File: config.mk
export PLATFORM = sky130hd
export DESIGN_NAME = bidir_shiftreg_flat
export DESIGN_NICKNAME = d
export VERILOG_FILES = /design/src/rtl/bidir_shiftreg_if.sv /design/src/rtl/bidir_shiftreg.sv /design/src/flat_wrapper.sv
export SDC_FILE = /design/constraint.sdc
export NUM_CORES = 1
export LEC_CHECK = 0
export CELL_PAD_IN_SITES_DETAIL_PLACEMENT = 0
export CELL_PAD_IN_SITES_GLOBAL_PLACEMENT = 1
export CORE_AREA = 2 2 39 41
export CTS_CLUSTER_DIAMETER = 80
export DETAILED_ROUTE_END_ITERATION = 12
export DIE_AREA = 0 0 41 43
export GPL_ROUTABILITY_DRIVEN = 0
export PLACE_DENSITY = 0.6
export SYNTH_ARGS = -nofsm -noshare
export SYNTH_HDL_FRONTEND = slang
export SYNTH_SLANG_ARGS = --single-unit
File: constraint.sdc
create_clock -name enable -period 1 [get_ports enable]
set_input_delay 0.15 -clock enable [delete_from_list [all_inputs] [get_ports enable]]
set_output_delay 0.15 -clock enable [all_outputs]
set_load 0.02 [all_outputs]
File: src/rtl/bidir_shiftreg_if.sv
// Signal bundle for bidir_shiftreg: control/data inputs and register/serial outputs.
// The master drives OP, d and shift_in; the slave (the register) drives q and the serial taps.
interface bidir_shiftreg_if #(
  parameter int N = 4
);
  logic         shift_in;
  logic [N-1:0] d;
  logic [1:0]   OP;
  logic [N-1:0] q;
  logic         shift_out_left;
  logic         shift_out_right;

  modport master (
    output shift_in, d, OP,
    input  q, shift_out_left, shift_out_right
  );

  modport slave (
    input  shift_in, d, OP,
    output q, shift_out_left, shift_out_right
  );
endinterface

File: src/rtl/bidir_shiftreg.sv
// N-bit bidirectional shift register with hold, serial shift left/right and parallel load.
// Serial/parallel conversion element of the PT2262/PT2272 encoder/decoder datapath.
module bidir_shiftreg #(
  parameter int N = 4
) (
  input logic             enable,
  input logic             reset,
  bidir_shiftreg_if.slave bus
);

  typedef enum logic [1:0] {
    OP_HOLD  = 2'b00,
    OP_SHL   = 2'b01,
    OP_SHR   = 2'b10,
    OP_LOAD  = 2'b11
  } op_e;

  logic [N-1:0] q_r;
  logic [N-1:0] q_next;

  // Unknown or unlisted opcodes fall through to the default and keep the contents.
  always_comb begin
    q_next = q_r;
    case (bus.OP)
      OP_HOLD: q_next = q_r;
      OP_SHL:  q_next = {q_r[N-2:0], bus.shift_in};
      OP_SHR:  q_next = {bus.shift_in, q_r[N-1:1]};
      OP_LOAD: q_next = bus.d;
      default: q_next = q_r;
    endcase
  end

  always_ff @(posedge enable or posedge reset) begin
    if (reset) begin
      q_r <= '0;
    end else begin
      q_r <= q_next;
    end
  end

  assign bus.q               = q_r;
  assign bus.shift_out_left  = q_r[N-1];
  assign bus.shift_out_right = q_r[0];

endmodule

File: src/flat_wrapper.sv
// flat-port wrapper written by rule: the top's interface ports become plain ports
module bidir_shiftreg_flat 
#(
  parameter int N = 4
)
  (enable, reset, bus_shift_in, bus_d, bus_OP, bus_q, bus_shift_out_left, bus_shift_out_right);
  bidir_shiftreg_if #(.N(N)) bus_i ();
  input logic enable;
  input logic reset;
  input wire logic [$bits(bus_i.shift_in)-1:0] bus_shift_in;
  input wire logic [$bits(bus_i.d)-1:0] bus_d;
  input wire logic [$bits(bus_i.OP)-1:0] bus_OP;
  output wire logic [$bits(bus_i.q)-1:0] bus_q;
  output wire logic [$bits(bus_i.shift_out_left)-1:0] bus_shift_out_left;
  output wire logic [$bits(bus_i.shift_out_right)-1:0] bus_shift_out_right;
  assign bus_i.shift_in = bus_shift_in;
  assign bus_i.d = bus_d;
  assign bus_i.OP = bus_OP;
  assign bus_q = bus_i.q;
  assign bus_shift_out_left = bus_i.shift_out_left;
  assign bus_shift_out_right = bus_i.shift_out_right;
  bidir_shiftreg #(.N(N)) u_core (.enable(enable), .reset(reset), .bus(bus_i));
endmodule
==> run metrics <==
number of failing hold endpoints at the final stage 0; largest family of logic cells by synthesized area multiplexers; share of layout cells above drive strength 1 between 60% and 70%; nets@finish 38; worst-path cell chain mux4_2; largest net degree at the start of global routing 5; number of global-route vias before repair roughly 170; busiest grt layer met2; PnR worst setup slack -14.00 ps; worst slew pin tran 234.8 ps; P per Cell Area ~1800 mW/mm2; post-synthesis compound-gate area fraction 0%; startpoint types flop; failing checks negative setup slack; FILL cells about 150; final wirelength 504 um; CTS sink cnt 4; Ant. Diodes 0; core region area 0.001384 mm2; FF/Latch Area 105.1 um2; Yosys reg bits 4; syn avg cell area 20.36 um2; Max transition margin 84.34%; Bufs and invs on worst path 0; fin crit share 101.4%; GR Util met2 8.438%; Non-Filler Instances 43; required time of the critical path 1100 ps; Final ANT Viol Nets 0; combined area of the multi-input logic cells 90.09 um2; xor-xnor portion of the synthesized cell area 0%; WL per Instance 11.72 um; Final setup viols 3; top-area cell type share of the netlist area between 40 and 50%; max-cap violation count 0; slowest cell delay on critical path ~460 ps; DR iter-0 viols 0; dpl cells 40; Core Util, Final 25.77%; CTS tree yes; first-pass GRT wire length around 750 um; RSZ-0062 raised after global routing yes; Cell Area, Placed 366.6 um2; Post-Synth Simple-Gate Area 0%; Detail Placement HPWL 411.9 um; die width 41 um; met3 Use GR about 5.2%; status finished with violations; port buffer count 14; DIE AREA between 0.0015 and 0.002 mm2; CP max-delay cell mux4_2; Worst-Skew Late Latency approximately 230 ps; Max Clock Freq 986.2 MHz; Yosys cell types 4; CTS Hold Bufs 0; Tmin final 1014 ps; GRT Total Usage 7.536%; drt via density 4.047; # H-tree levels 1; DRC 0; initial antenna violation count 0; design area 356.6 um2; Synthesized Nets 20; routed vias 174; critical path data arrival time approximately 1100 ps; post-synthesis mux area share 46.93%; peak supply drop roughly 0.42 mV; TritonRoute pass-1 iters 1; row count 14; synth top area cells mux4_1, dfrtp_1, buf_4; CTS max path bufs 2; Worst setup EP type flop; GRT overflow 0; sequential element share of the synthesized area 44.69%; Largest register FFs 4; Synth Area in Adders 0%; Hold Path Class input port to async pin; Mapped Area 224.0 um2; clock root cell clkbuf_4; clock-pin slew on the worst setup and hold paths ~40 ps; cell leakage power 0.1500 nW; Slew Limit Fails 0; Gate Count Post-Synth 11; Max FO, Critical Path 4; largest area contributor in the netlist mux4_1; Synthesis Warnings 0; Initial Utilization 16.18%; CP Class flop to flop; most frequent cells in the layout clkdlybuf4s50_1, buf_2, mux4_2, dfrtp_2, clkbuf_4; met1 Use GR 8.418%; Syn-to-layout area delta 59.22%; Worst Clk Skew between 1 and 1.5 ps; delay-heaviest family, CP multiplexers; CTS buffer count 3; height of the die 43 um; I/O pins 15
[stage by stage]
step	hold WS (ps)	setup WS (ps)	setup TNS, ps	power, W
2_1_floorplan	-83.87	-30.53	-115.2	0.0003575
6_report	102.2	-14.00	-29.98	0.0006264
3_5_place_dp	349.5	-439.3	-2342	0.0004834
4_1_cts	105.4	-19.66	-44.46	0.0006417
5_1_grt	118.6	-36.83	-121.2	0.0006748
3_3_place_gp	338.0	-403.0	-2195	0.0004766
[Yosys cell counts, drive strengths merged]
library cell	number
buf	2
dfrtp	4
mux4	4
inv	1
[power by group]
group          internal (W)  switching (W)  total [W]
Combinational      0.000104      0.0000945   0.000198
Clock              0.000134      0.0000609   0.000195
Sequential         0.000200      0.0000334   0.000233
Total              0.000438       0.000189   0.000626
[cell type report]
| type | count | share of cell area [%] |
|---|---|---|
| Timing Repair Buffer | 15 | 32.28 |
| Multi-Input combinational cell | 4 | 25.26 |
| Sequential cell | 4 | 29.47 |
| Tap cell | 16 | 5.614 |
| Clock buffer | 3 | 6.316 |
| Inverter | 1 | 1.053 |
[kinds of logic (layout without fill, tap and decap cells)]
group / after synthesis / in the layout
muxes: 4 / 4
DFF: 4 / 4
buffers and inverters: 3 / 19
[routing by layer]
layer / part of all wire, % / vias up
li1: - / 76
met1: 36 / 79
met2: 43 / 17
met3: 18 / 2
met4: 2.8 / 0
met5: 0 / -
[timing repair]
action	in CTS	in global routing
buffers inserted	0	0
endpoints found under the setup margin	10	6
resized for setup	26	0
[final timing paths]
check | endpoint | startpoint | depth (start not counted) | slack (ps)
hold / removal | u_core.bus.q[0] | reset | 2 | 100
hold reg to reg | u_core.bus.q[0] | u_core.bus.q[0] | 1 | 630
max in group asynchronous | u_core.bus.q[2] | reset | 2 | 740
setup / recovery | u_core.bus.q[1] | u_core.bus.q[0] | 1 | -10
min in group enable | u_core.bus.q[2] | bus_OP[0] | 2 | 420
setup reg to reg | u_core.bus.q[1] | u_core.bus.q[0] | 1 | -10
Note: power is estimated with default switching activity, not from simulation.
==> variant 1: new RTL, config.mk and constraints unchanged <==
`N` is set to 4 in 3 places; all go to 6.
--- a/src/rtl/bidir_shiftreg_if.sv
+++ b/src/rtl/bidir_shiftreg_if.sv
@@ -1,7 +1,7 @@
 // Signal bundle for bidir_shiftreg: control/data inputs and register/serial outputs.
 // The master drives OP, d and shift_in; the slave (the register) drives q and the serial taps.
 interface bidir_shiftreg_if #(
-  parameter int N = 4
+  parameter int N = 6
 );
   logic         shift_in;
   logic [N-1:0] d;
--- a/src/rtl/bidir_shiftreg.sv
+++ b/src/rtl/bidir_shiftreg.sv
@@ -1,7 +1,7 @@
 // N-bit bidirectional shift register with hold, serial shift left/right and parallel load.
 // Serial/parallel conversion element of the PT2262/PT2272 encoder/decoder datapath.
 module bidir_shiftreg #(
-  parameter int N = 4
+  parameter int N = 6
 ) (
   input logic             enable,
   input logic             reset,
--- a/src/flat_wrapper.sv
+++ b/src/flat_wrapper.sv
@@ -1,7 +1,7 @@
 // flat-port wrapper written by rule: the top's interface ports become plain ports
 module bidir_shiftreg_flat 
 #(
-  parameter int N = 4
+  parameter int N = 6
 )
   (enable, reset, bus_shift_in, bus_d, bus_OP, bus_q, bus_shift_out_left, bus_shift_out_right);
   bidir_shiftreg_if #(.N(N)) bus_i ();
Ports: changed (resized bus_d and bus_q); port bits go from 15 to 19. The function was not compared with the original's and may differ.
==> variant 1 against the original RTL <==
  * The flow still finishes with violations (negative setup slack)
  * Power increased by 47%
  * Clock power increased by 19%
  * Non-clock buffer count increased by 6
  * Sequential cell count increased by 2
  * Wire length increased by 42%
  * Global-route usage increased by 3.0 points
  * Utilization increased by 12 points
  * Area after synthesis increased by 41%
  * Clock skew about the same
  * Worst hold slack improved by 0.0095 ns
  * Cell area increased by 47%
  * Setup slack improved by 0.0013 ns
  * Largest cell class unchanged
  * Highest routed layer unchanged
==> variant 1: results <==
[route]
first_iter_violations = 1
dr_wl_met2_um = 324
routed-wl-met3_um = 61
dr.pass1.iters = 2

[place]
place_area_um2 = 519
dp_hpwl_um = 578
dpl.cell_count = 50
port_buffers = 18

[worst_setup_path]
arrival_ns = 1.13
r2r-start = "u_core.bus.q[2]$_DFFE_PP0P_"

[synthesis]
synth_seq_area_share_pct = 47.6
synthTopCellsByCount = "dfrtp_1 (6), mux4_2 (6), buf_4 (2)"
synth_area_leaders = "dfrtp_1 (48%), mux4_2 (43%), buf_4 (4.8%)"
synth_nets = 27
synth_cell_types = 5
syn_avg_cell_area_um2 = 19.7

[global_route]
grt_max_degree = 7
grt_pass1_vias = 243
grt_use_met2_pct = 12.5
gr-usage-met3_pct = 4.71
grt_util_met1_pct = 14.3
grt_pass1_wl_um = 1170
track_usage_pct = 10.5

[timing]
setup_tns_ns = -0.0448
slew_headroom_pct = 85.9
setup_viol = 5
setup_slack_ns = -0.0127

[outcome]
violations = "negative setup slack"
status = "finished, violations left"

[final_layout]
layout.cells.non_filler = 53
fill_cells = 136
drive_gt1_share_pct = 70.3
largest_register_ff_count = 6

[power]
power_leakage_uw = 0.000218
switchingPower_uw = 291
==> variant 1: cell types whose count changed in the layout (fill, tap and decap cells not counted), sizes merged <==
cell,delta
buf,+4
clkdlybuf4s50,+2
dfrtp,+2
mux4,+2
==> variant 1: worst max path at each step <==
stage	startpoint	endpoint	slack [ns]
after floorplan	u_core.bus.q[1]$_DFFE_PP0P_	u_core.bus.q[2]$_DFFE_PP0P_	-0.03
after global placement	bus_OP[1]	u_core.bus.q[3]$_DFFE_PP0P_	-0.38
after detailed placement	bus_OP[1]	u_core.bus.q[4]$_DFFE_PP0P_	-0.41
after CTS	u_core.bus.q[3]$_DFFE_PP0P_	u_core.bus.q[4]$_DFFE_PP0P_	-0.02
after global routing	u_core.bus.q[3]$_DFFE_PP0P_	u_core.bus.q[4]$_DFFE_PP0P_	-0.03
final	u_core.bus.q[2]$_DFFE_PP0P_	u_core.bus.q[1]$_DFFE_PP0P_	-0.01
==> variant 1: power by group through the flow <==
stage	logic [uW]	clock network, uW	registers, uW
after floorplan	139	0	410
after global placement	368	0	360
after detailed placement	368	0	363
after CTS	305	241	361
after global routing	346	259	371
final	329	233	361
==> variant 1: repair_timing <==
item / 4_1_cts / 5_1_grt
hold buffers: 0 / 0
resized for setup: 36 / 6
setup endpoints to repair: 14 / 12
==> variant 1: kinds of logic after synthesis <==
| kind of cell | share of synthesized area [%] |
|---|---|
| DFF | 47.6 |
| buffers and inverters | 9.52 |
| muxes | 42.9 |
==> variant 1: cell type report <==
class / instances / area [um^2] / area share (%)
multi-input combinational: 6 / 135 / 25.8
timing repair buffer: 21 / 185 / 35.3
inverter: 1 / 3.75 / 0.716
sequential: 6 / 158 / 30.1
clock buffer: 3 / 22.5 / 4.30
tap: 16 / 20.0 / 3.82
==> variant 2: new RTL, same settings <==
Without the edit above. Reset style: synchronous (`reset`), changed in one clocked block.
--- a/src/rtl/bidir_shiftreg.sv
+++ b/src/rtl/bidir_shiftreg.sv
@@ -30,7 +30,7 @@
     endcase
   end
 
-  always_ff @(posedge enable or posedge reset) begin
+  always_ff @(posedge enable) begin
     if (reset) begin
       q_r <= '0;
     end else begin
Function: differs if reset is asserted again (counterexample within 4 cycles, from zero or initial values and one cycle with reset high); with reset held inactive, the same outputs for 10 cycles.
==> variant 2 against the original RTL <==
  * The flow still finishes with violations (negative setup slack)
  * Power decreased by 19%
  * Non-clock buffer count is the same
  * Count of clock-buffer cells in the layout grew 1
  * Fmax down 3.3%
  * Largest power group is now the clock network
  * Sequential share of layout area decreased by 4.8 points
  * Setup slack worse by 0.034 ns
  * Sequential cell count did not move
  * Die area stayed put
  * Area after synthesis fell by 4.5%
  * Wire length fell by 0.60%
  * Cell area grew 2.5%
==> variant 2: results <==
[outcome]
status = "finished, violations left"
violations = "negative setup slack"

[power]
vdd_ir_drop_max_mv = 0.306
power_leakage_uw = 0.000156

[final_layout]
multi_input_area_um2 = 115
drive_gt1_share_pct = 58.1
clkCellAreaFrac_pct = 7.19
seq_area_um2 = 90.1
nClkBuffers = 4

[place]
place_area_um2 = 373

[synthesis]
synthTopCellsByCount = "dfxtp_1 (4), nor2b_1 (4), mux4_2 (3)"
synth_cells = 14
synth_seq_area_share_pct = 37.4
synth_area_leaders = "dfxtp_1 (37%), mux4_2 (32%), mux4_1 (12%)"
synth_cell_types = 5

[route]
vias = 184
viasPerCell = 3.91
dr.pass1.iters = 2
routed_wl_um = 501
first_iter_violations = 1

[global_route]
grt_pass1_wl_um = 683
grt_pass1_vias = 173
track_usage_pct = 6.58

[worst_hold_path]
min_path_type = "in2reg"

[timing]
hold-worst-slack_ns = 0.515
setup_slack_ns = -0.0482
finalClockSkew_ns = 0.00316
setup_tns_ns = -0.147
worst_pin_slew_ns = 0.222
setup_viol = 4

[worst_setup_path]
reg2reg_depth = 2
cp-startpoint = "u_core.bus.q[1]$_SDFFE_PP0P_"
r2r-start = "u_core.bus.q[1]$_SDFFE_PP0P_"
crit_end = "u_core.bus.q[2]$_SDFFE_PP0P_"
arrival_ns = 1.17
cp_slowest_stage_delay_ns = 0.45

[clock_network]
cts_resized = 24
==> variant 2: cell types whose count changed after synthesis <==
cell,change
mux4_2,+3
dfxtp_1,+4
dfrtp_1,-4
inv_1,-1
mux4_1,-3
nor2b_1,+4
==> variant 2: logic make-up after synthesis <==
kind of cell           after synthesis
muxes                                4
and+or+nand+nor                      4
buffers and inverters                2
DFF                                  4
==> variant 2: through the flow <==
stage,utilization [%],setup WS [ns],power (uW)
global route,26.4,-0.0740,541
floorplan,-,-0.0334,244
detailed placement,26.9,-0.538,315
CTS,27.8,-0.0504,529
global placement,26.9,-0.515,312
finish,26.4,-0.0482,507
==> variant 2: per-layer routing <==
metal	track usage, %	wire, um
met2	9.38	222
met3	1.57	82
met1	6.60	196
met4	8.00	0
met5	0	0
==> variant 2: where the power goes <==
part           total [uW]  switching, uW  internal [uW]
registers             181           10.8            171
clock network         216           66.5            150
logic                 110           43.0           66.7
total                 507            120            387
